[src/rtl/alu_pwr_pkg.sv]
// Shared definitions for the power-gated ALU sequencer: op codes,
// power FSM state encoding and a counter-width helper.
package alu_pwr_pkg;

   localparam logic [2:0] OP_NOP = 3'b000;
   localparam logic [2:0] OP_ADD = 3'b001;
   localparam logic [2:0] OP_SUB = 3'b010;
   localparam logic [2:0] OP_AND = 3'b011;
   localparam logic [2:0] OP_OR  = 3'b100;
   localparam logic [2:0] OP_XOR = 3'b101;

   typedef enum logic [1:0] {
      OFF     = 2'd0,
      WAKE    = 2'd1,
      ACTIVE  = 2'd2,
      ISOLATE = 2'd3
   } pwr_state_t;

   // Bits needed to hold values 0..n (at least one bit).
   function automatic int cnt_w(input int n);
      return (n < 1) ? 1 : $clog2(n + 1);
   endfunction

endpackage

[src/rtl/alu_power_sequencer_rr_arbiter.sv]
// Round-robin arbiter: one-hot grant searched from last_grant+1, pointer
// advances only when the granted request actually transfers.
module rr_arbiter #(
   parameter int N = 4
) (
   input  logic                 clk,
   input  logic                 reset,
   input  logic [N-1:0]         req,
   input  logic                 advance,
   output logic [N-1:0]         grant,
   output logic [$clog2(N)-1:0] last_grant
);

   localparam int IW = $clog2(N);

   logic [IW-1:0] gnt_idx;
   logic [IW-1:0] idx_w;
   logic          found;

   // Pick the first asserted request after the previous winner.
   always_comb begin
      grant   = '0;
      gnt_idx = last_grant;
      idx_w   = '0;
      found   = 1'b0;
      for (int i = 1; i <= N; i++) begin
         idx_w = IW'((int'(last_grant) + i) % N);
         if (!found && req[idx_w]) begin
            grant[idx_w] = 1'b1;
            gnt_idx      = idx_w;
            found        = 1'b1;
         end
      end
   end

   // Remember the last winner; reset value makes requester 0 win first.
   always_ff @(posedge clk or posedge reset) begin
      if (reset)
         last_grant <= IW'(N - 1);
      else if (advance)
         last_grant <= gnt_idx;
   end

endmodule

[src/rtl/alu_power_sequencer.sv]
// Arbitration and power sequencing for the shared power-gated ALU.
// Optional build macro ALU_PWR_STATS_EN adds saturating wake/active counters;
// without it stat_wakes and stat_active are tied to zero.
module alu_power_sequencer
   import alu_pwr_pkg::*;
#(
   parameter int NREQ         = 4,
   parameter int DW           = 8,
   parameter int WAKE_CYCLES  = 4,
   parameter int IDLE_TIMEOUT = 3
) (
   input  logic                    clk,
   input  logic                    reset,
   input  logic [NREQ-1:0]         req_valid,
   input  logic [3*NREQ-1:0]       req_op,
   input  logic [DW*NREQ-1:0]      req_a,
   input  logic [DW*NREQ-1:0]      req_b,
   output logic [NREQ-1:0]         req_ready,
   output logic                    rsp_valid,
   output logic [$clog2(NREQ)-1:0] rsp_id,
   output logic [DW-1:0]           rsp_result,
   output logic                    power_enable,
   output logic                    iso_en,
   output logic [1:0]              pwr_state,
   output logic [15:0]             stat_wakes,
   output logic [31:0]             stat_active
);

   localparam int IW  = $clog2(NREQ);
   localparam int WCW = cnt_w(WAKE_CYCLES);
   localparam int ICW = cnt_w(IDLE_TIMEOUT);

   pwr_state_t     state, state_nxt;
   logic [WCW-1:0] wake_cnt, wake_cnt_nxt;
   logic [ICW-1:0] idle_cnt, idle_cnt_nxt;
   logic           any_req;
   logic [NREQ-1:0] grant;
   logic [IW-1:0]   last_grant;
   logic            xfer_p0;
   logic [2:0]      sel_op_p0;
   logic [DW-1:0]   sel_a_p0, sel_b_p0, alu_res_p0;

   assign any_req   = |req_valid;
   assign pwr_state = state;

   // Next-state, wake/idle counter updates and power/isolation controls.
   always_comb begin
      state_nxt    = state;
      wake_cnt_nxt = wake_cnt;
      idle_cnt_nxt = idle_cnt;
      power_enable = 1'b0;
      iso_en       = 1'b1;
      case (state)
         OFF: begin
            if (any_req) begin
               state_nxt    = WAKE;
               wake_cnt_nxt = '0;
            end
         end
         WAKE: begin
            power_enable = 1'b1;
            if (wake_cnt == WCW'(WAKE_CYCLES - 1)) begin
               state_nxt    = ACTIVE;
               idle_cnt_nxt = '0;
            end else begin
               wake_cnt_nxt = wake_cnt + WCW'(1);
            end
         end
         ACTIVE: begin
            power_enable = 1'b1;
            iso_en       = 1'b0;
            if (any_req) begin
               idle_cnt_nxt = '0;
            end else begin
               idle_cnt_nxt = idle_cnt + ICW'(1);
               if (idle_cnt == ICW'(IDLE_TIMEOUT - 1))
                  state_nxt = ISOLATE;
            end
         end
         ISOLATE: begin
            power_enable = 1'b1;
            if (any_req) begin
               state_nxt    = ACTIVE;
               idle_cnt_nxt = '0;
            end else begin
               state_nxt = OFF;
            end
         end
         default: state_nxt = OFF;
      endcase
   end

   // Power FSM state and counter registers.
   always_ff @(posedge clk or posedge reset) begin
      if (reset) begin
         state    <= OFF;
         wake_cnt <= '0;
         idle_cnt <= '0;
      end else begin
         state    <= state_nxt;
         wake_cnt <= wake_cnt_nxt;
         idle_cnt <= idle_cnt_nxt;
      end
   end

   rr_arbiter #(.N(NREQ)) u_arb (
      .clk        (clk),
      .reset      (reset),
      .req        (req_valid & {NREQ{state == ACTIVE}}),
      .advance    (xfer_p0),
      .grant      (grant),
      .last_grant (last_grant)
   );

   assign req_ready = grant;
   assign xfer_p0   = |(req_valid & grant);

   // Stage p0: one-hot operand select and ALU evaluation for the winner.
   always_comb begin
      sel_op_p0  = OP_NOP;
      sel_a_p0   = '0;
      sel_b_p0   = '0;
      for (int i = 0; i < NREQ; i++) begin
         if (grant[i]) begin
            sel_op_p0 = req_op[3*i +: 3];
            sel_a_p0  = req_a[DW*i +: DW];
            sel_b_p0  = req_b[DW*i +: DW];
         end
      end
      case (sel_op_p0)
         OP_ADD:  alu_res_p0 = sel_a_p0 + sel_b_p0;
         OP_SUB:  alu_res_p0 = sel_a_p0 - sel_b_p0;
         OP_AND:  alu_res_p0 = sel_a_p0 & sel_b_p0;
         OP_OR:   alu_res_p0 = sel_a_p0 | sel_b_p0;
         OP_XOR:  alu_res_p0 = sel_a_p0 ^ sel_b_p0;
         default: alu_res_p0 = '0;
      endcase
   end

   // Stage p1: registered response, one cycle after the transfer.
   always_ff @(posedge clk or posedge reset) begin
      if (reset) begin
         rsp_valid  <= 1'b0;
         rsp_result <= '0;
      end else begin
         rsp_valid <= xfer_p0;
         if (xfer_p0)
            rsp_result <= alu_res_p0;
      end
   end

   // The arbiter pointer already holds the last winner, which is the id of
   // the response being presented; report zero when no response is present.
   assign rsp_id = rsp_valid ? last_grant : '0;

`ifdef ALU_PWR_STATS_EN
   function automatic logic [15:0] sat_inc16(input logic [15:0] v);
      return (v == 16'hFFFF) ? v : v + 16'd1;
   endfunction

   function automatic logic [31:0] sat_inc32(input logic [31:0] v);
      return (v == 32'hFFFF_FFFF) ? v : v + 32'd1;
   endfunction

   // Saturating wake-up and active-cycle statistics.
   always_ff @(posedge clk or posedge reset) begin
      if (reset) begin
         stat_wakes  <= '0;
         stat_active <= '0;
      end else begin
         if (state == OFF && state_nxt == WAKE)
            stat_wakes <= sat_inc16(stat_wakes);
         if (state == ACTIVE)
            stat_active <= sat_inc32(stat_active);
      end
   end
`else
   assign stat_wakes  = '0;
   assign stat_active = '0;
`endif

endmodule

[config.mk]
export PLATFORM = sky130hd
export DESIGN_NAME = alu_power_sequencer
export DESIGN_NICKNAME = d
export VERILOG_FILES = /design/src/rtl/alu_pwr_pkg.sv /design/src/rtl/alu_power_sequencer_rr_arbiter.sv /design/src/rtl/alu_power_sequencer.sv
export SDC_FILE = /design/constraint.sdc
export NUM_CORES = 1
export LEC_CHECK = 0
export CAP_MARGIN = 40
export CORE_ASPECT_RATIO = 1.1
export CORE_MARGIN = 2
export CORE_UTILIZATION = 45
export DETAILED_ROUTE_END_ITERATION = 8
export PLACE_DENSITY = 0.87
export SLEW_MARGIN = 20
export SYNTH_ARGS = -nofsm -noshare
export SYNTH_HDL_FRONTEND = slang
export SYNTH_SLANG_ARGS = --single-unit
[constraint.sdc]
create_clock -name clk -period 6.1 [get_ports clk]
set_input_delay 0.915 -clock clk [delete_from_list [all_inputs] [get_ports clk]]
set_output_delay 0.915 -clock clk [all_outputs]
set_load 0.005 [all_outputs]
==> load_flow_metrics.sql, run 1 <==
INSERT INTO impl_metrics (metric_group, metric, value, unit) VALUES
('status', 'run_status', 'finished, final reports clean', ''),
('floorplanning', 'design.core.area', '0.00796', 'mm²'),
('sta', 'finalCriticalPeriod', '5650', 'ps'),
('sta', 'finalSetupViolations', '0', ''),
('worst_setup_path', 'reg2reg_slack', '450', 'ps'),
('global_routing', 'maximum_number_of_pins_on_one_net_before_global_route_repair', '24', ''),
('worst_setup_path', 'worst_setup_path_start_kind', 'register', ''),
('power_and_ir_drop', 'power-per-cell-area', '680', 'mW/mm²'),
('sta', 'fin_tns_setup', '0', 'ps'),
('floorplanning', 'die_area', '0.00902', 'mm²'),
('worst_setup_path', 'cp-startpoint', 'u_arb.last_grant[1]', ''),
('worst_setup_path', 'ff2ff_path_depth', '21', ''),
('layout', 'finalNetCount', '696', ''),
('logic_synthesis', 'syn_avg_cell_area', '8.01', 'µm²'),
('min_path', 'hold_path.class', 'reg -> reg', ''),
('routing', 'post_route_drc', '0', ''),
('sta', 'period_share', '0.926', ''),
('routing', 'wl', '10200', 'µm'),
('min_path', 'hold_depth', '2', ''),
('worst_setup_path', 'critPathCaptureType', 'register', ''),
('worst_setup_path', 'class_of_the_most_critical_setup_path', 'reg -> reg', ''),
('logic_synthesis', 'synthFlopType', 'dfrtp_1', ''),
('clock_tree', 'numCtsBuffers', '3', ''),
('min_path', 'min_to', 'idle_cnt[1]', ''),
('worst_setup_path', 'endpoint_required_time_on_the_critical_path', '6260', 'ps'),
('clock_tree', 'h-tree-depth', '1', ''),
('power_and_ir_drop', 'power.static_leakage', '2.23', 'nW'),
('clock_tree', 'clk_pin_slew', '70', 'ps'),
('routing', 'drt_pass_1_iters', '7', ''),
('clock_tree', 'clockRootBuffer', 'clkbuf_8', ''),
('logic_synthesis', 'postSynthCellCount', '465', ''),
('worst_setup_path', 'critical_path.reg2reg.startpoint', 'u_arb.last_grant[1]', ''),
('sta', 'relative_slew_slack', '0.437', ''),
('layout', 'antenna_cells_inserted', '0', ''),
('global_routing', 'grt_antenna_before_repair', '0', ''),
('sta', 'clock-skew-final', '2.79', 'ps'),
('place', 'portBuffers', '100', ''),
('floorplanning', 'floorplan_row_count', '34', ''),
('routing', 'final_antenna_net_count', '0', ''),
('floorplanning', 'die-height', '99.4', 'µm'),
('routing', 'vias_per_cell', '5.43', ''),
('global_routing', 'grt_first_pass_wirelength', '16900', 'µm'),
('sta', 'number_of_hold_violations_in_the_final_report', '0', ''),
('worst_setup_path', 'largest_fanout_on_the_critical_path', '10', ''),
('sta', 'postLayoutSetupSlackWorst', '454', 'ps'),
('floorplanning', 'start_util', '0.468', ''),
('global_routing', 'grt_util_all_layers', '0.223', ''),
('sta', 'final-max-slew-violation-count', '0', ''),
('clock_tree', 'cts_hold_buffers', '0', ''),
('global_routing', 'via_count_of_the_first_global_routing_pass', '3789', ''),
('layout', 'drive_gt1_frac', '0.131', ''),
('global_routing', 'grt_remaining_overflow', '0', ''),
('logic_synthesis', 'synth_sequential_area_ratio', '0.122', ''),
('worst_setup_path', 'reg_to_reg_critical_path_endpoint', 'rsp_result[7]', ''),
('layout', 'mostFrequentLayoutCells', 'clkdlybuf4s50_1, conb_1, ha_1, nand2_1', ''),
('routing', 'route.vias.total', '3695', ''),
('clock_tree', 'tritoncts', 'done', ''),
('logic_synthesis', 'synth_seq_cells', '18', ''),
('clock_tree', 'clock-sinks', '18', ''),
('routing', 'route.detailed.wl_per_inst', '15.0', 'µm'),
('place', 'gpl.final_weighted_congestion', '0.913', ''),
('layout', 'flow.area_growth_from_synthesis', '29.2', '%'),
('logic_synthesis', 'ys_types', '85', ''),
('place', 'placement.setup.worst_slack', '-138', 'ps'),
('power_and_ir_drop', 'peakVddDrop', '0.000388', 'V'),
('place', 'detailed_place_hpwl', '8530', 'µm'),
('sta', 'worstMarginPinSlew', '833', 'ps'),
('logic_synthesis', 'ys_async_sr_fraction', '1.00', ''),
('routing', 'initialDrtViolationCount', '142', ''),
('logic_synthesis', 'syn_area', '0.00372', 'mm²'),
('floorplanning', 'fp.dieW', '90.7', 'µm'),
('clock_tree', 'clock_latency', '250', 'ps'),
('min_path', 'min-delay-start', 'idle_cnt[1]', ''),
('layout', 'finish.utilization', '0.605', ''),
('worst_setup_path', 'cp_data_arrival_time', '5810', 'ps'),
('job', 'timing.max_cap.violations', '0', ''),
('clock_tree', 'cts_buffer_depth', '2', ''),
('layout', 'commonest_non_fill_non_tap_cell_in_the_layout', 'clkdlybuf4s50_1', ''),
('logic_synthesis', 'number_of_flops_mapped_to_enable_cells_by_yosys', '0', ''),
('logic_synthesis', 'synth.yosys.warnings', '0', ''),
('floorplanning', 'num_io_pins', '149', ''),
('sta', 'max_freq', '177', 'MHz'),
('layout', 'final.fill_count', '705', '');
## per-stage QoR
| step | power, mW | hold slack [ps] | instances | instance area, µm² |
|---|---|---|---|---|
| after CTS | 3.22 | 504 | 675 | 4750 |
| after global placement | 3.01 | 464 | 671 | 4690 |
| after floorplan | 2.43 | 453 | 512 | 3900 |
| final | 3.27 | 501 | 681 | 4810 |
| after global routing | 3.62 | 539 | 681 | 4810 |
| after detailed placement | 3.11 | 488 | 671 | 4690 |
## worst max path at each step
stage / endpoint / slack [ps] / cells past startpoint
6_report: rsp_result[7] / 450 / 21
5_1_grt: rsp_result[7] / -30 / 21
4_1_cts: rsp_result[7] / 140 / 23
3_5_place_dp: rsp_result[7] / -140 / 23
3_3_place_gp: rsp_result[7] / -300 / 20
2_1_floorplan: rsp_result[6] / 850 / 24
## cells by family (layout without fill, tap and decap cells)
family,count (synthesis),count (layout),share of synthesized area
buf+inv,111,172,0.185
fa+ha+maj,40,40,0.136
mux,22,22,0.0605
flops,18,18,0.122
simple gates,127,127,0.184
xor+xnor,15,15,0.0353
compound gates,131,131,0.276
other cells,1,48,0.00101
## layer usage
metal,vias up,routed length (µm),track usage
met5,-,0,0
met3,30,523,0.0280
met2,149,5530,0.440
met4,0,310,0.0781
met1,1733,3880,0.241
li1,1783,-,-
## timing repair
item | 4_1_cts | 5_1_grt
setup endpoints to repair | 0 | 2
setup buffers | 0 | 5
gates resized for setup | 0 | 6
endpoints found under the hold margin | 0 | 0
## sequential cells by signal, summed over array words and instances, names as in the netlist
register and cells:
idle_cnt 2, rsp_result 8, rsp_valid 1, u_arb.last_grant 2
wake_cnt 3, pwr_state 2
## cell usage after synthesis, drive strengths merged (3+ instances only)
| cell type | instances | area share |
|---|---|---|
| buf | 72 | 0.14 |
| ha | 39 | 0.13 |
| inv | 34 | 0.034 |
| nand2 | 34 | 0.036 |
| nor2 | 26 | 0.026 |
| a21oi | 25 | 0.039 |
| o21ai | 22 | 0.030 |
| mux2i | 21 | 0.057 |
| nand3 | 18 | 0.028 |
| dfrtp | 16 | 0.11 |
| a31oi | 12 | 0.020 |
| xnor2 | 12 | 0.028 |
| nor3 | 9 | 0.012 |
| a22o | 8 | 0.019 |
| a211o | 7 | 0.016 |
| and2 | 7 | 0.012 |
| o31a | 6 | 0.014 |
| a211oi | 4 | 0.012 |
| and3b | 4 | 0.0094 |
| nor2b | 4 | 0.0067 |
| nor3b | 4 | 0.0081 |
| o211ai | 4 | 0.0081 |
| o22ai | 4 | 0.0084 |
| o31ai | 4 | 0.0081 |
| or2 | 4 | 0.0074 |
| a21boi | 3 | 0.0081 |
| a21o | 3 | 0.0060 |
| a32o | 3 | 0.0081 |
| clkinv | 3 | 0.0064 |
| nand2b | 3 | 0.0050 |
| o21a | 3 | 0.0060 |
| o311ai | 3 | 0.0071 |
| xor2 | 3 | 0.0071 |
## power breakdown
part	internal, mW	switching (mW)	total, mW
Combinational	1.34	1.63	2.97
Sequential	0.169	0.0326	0.202
Clock	0.0574	0.0422	0.0996
Total	1.56	1.71	3.27
## critical path, cell delays in order, from the launching register on
cell and delay, ps:
dfstp_2 530, inv_1 80, ha_1 420, or2b_1 320
o22a_1 240, a31o_4 250, or3_1 470, nand3_2 120
a311oi_1 120, nor4bb_2 780, mux2i_1 380, ha_1 280
nor2b_1 120, o21ai_0 220, a21oi_1 130, o21ai_0 170
nand2b_1 90, a21oi_1 200, xnor2_1 150, xnor2_1 150
xnor2_1 90, o311ai_1 220
## cell type report
cell class / count / area, µm² / share of cell area
flip-flops and latches: 18 / 453 / 0.0941
well taps: 108 / 135 / 0.0281
inverters: 37 / 151 / 0.0315
multi-input cells: 383 / 2780 / 0.577
clock buffers: 4 / 55.1 / 0.0114
repair buffers: 131 / 1240 / 0.258
No activity file was read; power rests on OpenSTA's default activity.
==> inputs of run 2 (changes only) <==
Settings changed: SLEW_MARGIN 20 to 5.
==> load_flow_metrics.sql, run 2 (synthesis gave the netlist of run 1 again) <==
INSERT INTO impl_metrics (metric_group, metric, value, unit) VALUES
('sta', 'finalSetupViolations', '0', ''),
('clock_tree', 'clockRootBuffer', 'clkbuf_8', ''),
('global_routing', 'via_count_of_the_first_global_routing_pass', '3677', ''),
('global_routing', 'maximum_number_of_pins_on_one_net_before_global_route_repair', '24', ''),
('clock_tree', 'cts_buffer_depth', '2', ''),
('layout', 'flip_flop_count_of_the_largest_register_all_copies_and_words_added', '8', ''),
('layout', 'mostFrequentLayoutCells', 'clkdlybuf4s50_1, conb_1, ha_1, nand2_1, inv_1', ''),
('global_routing', 'grt_remaining_overflow', '0', ''),
('global_routing', 'grt_antenna_before_repair', '0', ''),
('sta', 'worst_hold_slack', '509', 'ps'),
('floorplanning', 'num_io_pins', '149', ''),
('place', 'portBuffers', '100', ''),
('power_and_ir_drop', 'power.static_leakage', '2.23', 'nW'),
('layout', 'antenna_cells_inserted', '0', ''),
('sta', 'fin_tns_setup', '0', 'ps'),
('floorplanning', 'die_area', '0.00902', 'mm²'),
('power_and_ir_drop', 'power-per-cell-area', '682', 'mW/mm²'),
('layout', 'largestRegisters', 'rsp_result (8), wake_cnt (3)', ''),
('worst_setup_path', 'class_of_the_most_critical_setup_path', 'reg -> reg', ''),
('status', 'run_status', 'finished, final reports clean', ''),
('sta', 'clock-skew-final', '0.686', 'ps'),
('routing', 'route.detailed.wl_per_inst', '15.3', 'µm'),
('min_path', 'hold_path.class', 'reg -> reg', ''),
('sta', 'grt_setup_unrepaired', 'no', ''),
('sta', 'postLayoutSetupSlackWorst', '568', 'ps'),
('layout', 'layoutNonFillerInstCount', '680', ''),
('clock_tree', 'cts_hold_buffers', '0', ''),
('worst_setup_path', 'endpoint_required_time_on_the_critical_path', '6260', 'ps'),
('clock_tree', 'h-tree-depth', '1', ''),
('place', 'gpl.final_weighted_congestion', '0.913', ''),
('worst_setup_path', 'critPathCaptureType', 'register', ''),
('power_and_ir_drop', 'report.power.total', '3.27', 'mW'),
('clock_tree', 'clk_pin_slew', '70', 'ps'),
('layout', 'finalNetCount', '695', ''),
('place', 'placement.setup.worst_slack', '-87.1', 'ps'),
('clock_tree', 'tritoncts', 'done', ''),
('clock_tree', 'clock_latency', '250', 'ps'),
('place', 'placed_cells_incl_taps', '672', ''),
('layout', 'finish.utilization', '0.603', ''),
('sta', 'number_of_hold_violations_in_the_final_report', '0', ''),
('place', 'cell_area_after_placement', '0.00469', 'mm²'),
('sta', 'period_share', '0.907', ''),
('sta', 'relative_slew_slack', '0.426', ''),
('floorplanning', 'fp.dieW', '90.7', 'µm'),
('floorplanning', 'start_util', '0.468', ''),
('sta', 'finalCriticalPeriod', '5530', 'ps'),
('layout', 'flow.area_growth_from_synthesis', '28.8', '%'),
('global_routing', 'grt_util_all_layers', '0.218', ''),
('clock_tree', 'clock-sinks', '18', ''),
('power_and_ir_drop', 'peakVddDrop', '0.000465', 'V'),
('place', 'detailed_place_hpwl', '8510', 'µm'),
('worst_setup_path', 'cp_data_arrival_time', '5690', 'ps'),
('worst_setup_path', 'largest_fanout_on_the_critical_path', '21', ''),
('floorplanning', 'die-height', '99.4', 'µm'),
('routing', 'wl', '10400', 'µm'),
('clock_tree', 'numCtsBuffers', '3', ''),
('layout', 'commonest_non_fill_non_tap_cell_in_the_layout', 'clkdlybuf4s50_1', ''),
('floorplanning', 'design.core.area', '0.00796', 'mm²'),
('layout', 'area.sequential', '453', 'µm²'),
('worst_setup_path', 'worst_setup_path_start_kind', 'register', ''),
('layout', 'drive_gt1_frac', '0.128', ''),
('sta', 'max_freq', '181', 'MHz'),
('global_routing', 'grt_first_pass_wirelength', '16500', 'µm'),
('routing', 'drt_pass_1_iters', '4', ''),
('layout', 'multi_input_gate_area_in_the_final_layout', '0.00277', 'mm²'),
('routing', 'route.vias.total', '3714', ''),
('floorplanning', 'floorplan_row_count', '34', ''),
('routing', 'initialDrtViolationCount', '237', ''),
('routing', 'final_antenna_net_count', '0', ''),
('sta', 'final-max-slew-violation-count', '0', ''),
('routing', 'vias_per_cell', '5.46', ''),
('job', 'timing.max_cap.violations', '0', ''),
('routing', 'post_route_drc', '0', ''),
('sta', 'worstMarginPinSlew', '853', 'ps'),
('worst_setup_path', 'reg2reg_slack', '570', 'ps'),
('layout', 'largest-register', 'rsp_result', ''),
('layout', 'final.fill_count', '696', ''),
('layout', 'layout.cell_area.non_filler', '0.00480', 'mm²');
==> run 2: cell types whose count changed in the layout (fill, tap and decap cells not counted) <==
cell	before	now
clkbuf_2	1	0
nor4bb_1	0	1
nor4bb_2	1	0
buf_4	30	29
buf_2	0	1
==> run 2: cell type report <==
class                           count  share of cell area
Clock buffer                        4              0.0115
Inverter                           37              0.0316
Multi-Input combinational cell    383               0.577
Sequential cell                    18              0.0944
Tap cell                          108              0.0282
Timing Repair Buffer              130               0.257
==> run 2: layer usage <==
metal,GRT usage,share of wire,vias up
met4,0.0734,0.034,0
met5,0,0,-
met3,0.0220,0.048,31
li1,-,-,1783
met2,0.429,0.53,151
met1,0.243,0.39,1749
==> run 2: repair_timing <==
action	CTS	global route
buffers inserted	0	4
resized for setup	0	6
endpoints found under the setup margin	0	2
==> run 2: worst paths after layout <==
path / endpoint / cells after the start / from
setup reg to reg: rsp_result[7] / 24 / u_arb.last_grant[1]
setup / recovery: rsp_result[7] / 24 / u_arb.last_grant[1]
max in group asynchronous: wake_cnt[2] / 2 / reset
min in group asynchronous: rsp_result[1] / 2 / reset
hold reg to reg: rsp_result[4] / 1 / rsp_result[4]
hold / removal: rsp_result[4] / 1 / rsp_result[4]
==> run 2: report_power, final <==
part / internal (mW) / total (mW) / switching, mW
Combinational: 1.34 / 2.97 / 1.63
Sequential: 0.169 / 0.203 / 0.0342
Clock: 0.0574 / 0.0997 / 0.0423
Total: 1.56 / 3.27 / 1.71
==> run 2: critical path: stages, from the launching register on <==
cell and delay [ps]:
dfstp_2 530, inv_1 80, ha_1 420, or2b_1 320, o22ai_4 270, a211oi_2 90, a2111oi_4 440, buf_4 240
buf_4 240, o21ai_0 100, a31oi_1 250, a21oi_1 130, ha_1 290, mux2i_1 230, ha_1 280, nor2b_1 120
o21ai_0 210, a21oi_1 120, o21ai_0 180, nand2b_1 90, a21oi_1 190, xnor2_1 150, xnor2_1 150, xnor2_1 90
o311ai_1 220
==> inputs of run 3 (changes only) <==
Settings changed: ABC_AREA set to 1, PLACE_DENSITY 0.87 to 0.84, SETUP_SLACK_MARGIN set to 0.2.
==> load_flow_metrics.sql, run 3 <==
INSERT INTO impl_metrics (metric_group, metric, value, unit) VALUES
('floorplanning', 'fp.dieW', '88.8', 'µm'),
('place', 'detailed_place_hpwl', '8100', 'µm'),
('sta', 'worstMarginPinSlew', '705', 'ps'),
('floorplanning', 'start_util', '0.458', ''),
('layout', 'area.sequential', '453', 'µm²'),
('worst_setup_path', 'largest_fanout_on_the_critical_path', '24', ''),
('layout', 'largest-register', 'rsp_result', ''),
('clock_tree', 'clock_latency', '260', 'ps'),
('logic_synthesis', 'synthFlopType', 'dfrtp_1', ''),
('routing', 'wl', '9940', 'µm'),
('sta', 'max_freq', '195', 'MHz'),
('sta', 'finalCriticalPeriod', '5140', 'ps'),
('worst_setup_path', 'ff2ff_path_depth', '35', ''),
('global_routing', 'grt_antenna_before_repair', '0', ''),
('status', 'run_status', 'finished, final reports clean', ''),
('worst_setup_path', 'critical_path.reg2reg.startpoint', 'u_arb.last_grant[1]', ''),
('logic_synthesis', 'syn_area', '0.00356', 'mm²'),
('logic_synthesis', 'syn_avg_cell_area', '6.44', 'µm²'),
('clock_tree', 'post_cts_resize_count', '0', ''),
('clock_tree', 'postCtsSetupBuffers', '0', ''),
('routing', 'post_route_drc', '0', ''),
('sta', 'relative_slew_slack', '0.529', ''),
('floorplanning', 'floorplan_row_count', '34', ''),
('floorplanning', 'die-height', '97.3', 'µm'),
('logic_synthesis', 'ys_types', '44', ''),
('routing', 'drt_pass_1_iters', '6', ''),
('clock_tree', 'clk_pin_slew', '70', 'ps'),
('global_routing', 'grt_remaining_overflow', '0', ''),
('layout', 'flow.area_growth_from_synthesis', '24.9', '%'),
('clock_tree', 'cts_buffer_depth', '2', ''),
('worst_setup_path', 'critical_path.most_common_cell', 'nand2_1', ''),
('logic_synthesis', 'yosysMostFrequentCell', 'nand2_1', ''),
('sta', 'number_of_hold_violations_in_the_final_report', '0', ''),
('sta', 'finalSetupViolations', '0', ''),
('worst_setup_path', 'class_of_the_most_critical_setup_path', 'reg -> reg', ''),
('clock_tree', 'h-tree-depth', '1', ''),
('global_routing', 'grt_first_pass_wirelength', '15600', 'µm'),
('min_path', 'hold_path.class', 'reg -> reg', ''),
('sta', 'clock-skew-final', '4.36', 'ps'),
('worst_setup_path', 'critical_path.slowest_cell', 'dfstp_2', ''),
('clock_tree', 'numCtsBuffers', '3', ''),
('layout', 'drive_gt1_frac', '0.0995', ''),
('floorplanning', 'num_io_pins', '149', ''),
('clock_tree', 'clock-sinks', '18', ''),
('min_path', 'min-delay-start', 'rsp_result[5]', ''),
('worst_setup_path', 'endpoint_required_time_on_the_critical_path', '6300', 'ps'),
('worst_setup_path', 'cp_top_family', 'simple AND/OR/NAND/NOR gates', ''),
('layout', 'finalNetCount', '766', ''),
('global_routing', 'grt_util_all_layers', '0.224', ''),
('floorplanning', 'die_area', '0.00864', 'mm²'),
('place', 'portBuffers', '100', ''),
('layout', 'mostFrequentLayoutCells', 'nand2_1, clkdlybuf4s50_1, nor2_1, nand3_1, inv_1', ''),
('layout', 'commonest_non_fill_non_tap_cell_in_the_layout', 'nand2_1', ''),
('logic_synthesis', 'synth_top_cells_by_count', 'nand2_1, nor2_1, nand3_1, buf_4, inv_1', ''),
('logic_synthesis', 'ys_async_sr_fraction', '1.00', ''),
('clock_tree', 'cts_hold_buffers', '0', ''),
('logic_synthesis', 'synth_largest_area_cell', 'nand2_1', ''),
('sta', 'fin_tns_setup', '0', 'ps'),
('layout', 'multi_input_gate_area_in_the_final_layout', '0.00256', 'mm²'),
('routing', 'vias_per_cell', '5.03', ''),
('layout', 'largestRegisters', 'rsp_result (8), wake_cnt (3)', ''),
('global_routing', 'via_count_of_the_first_global_routing_pass', '3407', ''),
('sta', 'final-max-slew-violation-count', '0', ''),
('logic_synthesis', 'netlist_top_cells_area', 'nand2_1, ha_1, dfrtp_1', ''),
('global_routing', 'maximum_number_of_pins_on_one_net_before_global_route_repair', '37', ''),
('worst_setup_path', 'worst_setup_path_start_kind', 'register', ''),
('routing', 'route.vias.total', '3775', ''),
('sta', 'grt_setup_unrepaired', 'no', ''),
('worst_setup_path', 'cp_data_arrival_time', '5340', 'ps'),
('logic_synthesis', 'synth_seq_cells', '18', ''),
('clock_tree', 'tritoncts', 'done', ''),
('layout', 'final.fill_count', '757', ''),
('logic_synthesis', 'synth.yosys.warnings', '0', ''),
('floorplanning', 'design.core.area', '0.00778', 'mm²'),
('min_path', 'hold_depth', '2', ''),
('worst_setup_path', 'reg2reg_slack', '960', 'ps'),
('worst_setup_path', 'timing.critical_path.slowest_cell_delay', '670', 'ps'),
('min_path', 'min_to', 'rsp_result[5]', ''),
('logic_synthesis', 'netlist.area_leader.share', '0.144', ''),
('place', 'gpl.final_weighted_congestion', '0.959', ''),
('layout', 'flip_flop_count_of_the_largest_register_all_copies_and_words_added', '8', ''),
('logic_synthesis', 'number_of_flops_mapped_to_enable_cells_by_yosys', '0', ''),
('layout', 'antenna_cells_inserted', '0', ''),
('job', 'timing.max_cap.violations', '0', ''),
('worst_setup_path', 'timing.critical_path.buf_inv', '6', ''),
('logic_synthesis', 'postSynthCellCount', '553', ''),
('sta', 'period_share', '0.842', ''),
('routing', 'route.detailed.wl_per_inst', '13.2', 'µm'),
('routing', 'initialDrtViolationCount', '192', ''),
('logic_synthesis', 'synth_sequential_area_ratio', '0.127', ''),
('routing', 'final_antenna_net_count', '0', ''),
('worst_setup_path', 'critPathCaptureType', 'register', ''),
('clock_tree', 'clockRootBuffer', 'clkbuf_8', ''),
('worst_setup_path', 'reg_to_reg_critical_path_endpoint', 'rsp_result[7]', '');
-- run 3: per-layer routing --
layer,up-vias,wire (µm),GRT usage
met2,215,4440,0.348
met4,0,326,0.0932
met5,-,0,0
met3,21,974,0.0255
li1,1866,-,-
met1,1673,4200,0.309
-- run 3: layout make-up --
class | instances | share of cell area
Timing Repair Buffer | 102 | 0.228
Inverter | 60 | 0.0517
Clock buffer | 4 | 0.0124
Tap cell | 108 | 0.0304
Sequential cell | 18 | 0.102
Multi-Input combinational cell | 459 | 0.575
-- run 3: worst max path at each step --
stage	start	to	depth (start not counted)
after floorplan	u_arb.last_grant[0]	rsp_result[7]	35
after detailed placement	req_valid[0]	rsp_result[7]	31
final	u_arb.last_grant[1]	rsp_result[7]	35
after global routing	pwr_state[0]	rsp_result[7]	35
after CTS	u_arb.last_grant[0]	rsp_result[7]	33
after global placement	req_valid[0]	rsp_result[7]	31
-- run 3: kinds of logic after synthesis --
| logic type | count (synthesis) | share of synthesized area |
|---|---|---|
| adders and majority gates | 40 | 0.143 |
| AOI/OAI and AO/OA | 79 | 0.148 |
| other | 1 | 0.00105 |
| buffers and inverters | 123 | 0.203 |
| DFF | 18 | 0.127 |
| and+or+nand+nor | 285 | 0.361 |
| xor gates and xnor gates | 7 | 0.0172 |
-- run 3: worst register-to-register path: cells and delay by family (launching register included) --
kind | cells | cell delay (ps)
AND/OR/NAND/NOR | 21 | 1950
adder cells (fa/ha/maj) | 3 | 970
flip-flops | 1 | 670
AO/OA/AOI/OAI | 4 | 540
buffers and inverters | 6 | 800
XOR/XNOR | 1 | 150
-- run 3: per-stage QoR --
stage                     setup slack [ps]  utilization  area, µm²  hold slack (ps)  cells
after floorplan                       1800            -       3740              450    600
after global placement                 974        0.565       4400              464    747
after detailed placement               797        0.565       4400              470    747
after CTS                             1010        0.572       4450              488    751
after global routing                   426        0.572       4450              508    751
final                                  963        0.572       4450              486    751
Power of run 3 is not shown: default switching activity piles up to over one toggle a cycle in this logic, so the estimate is an artifact.
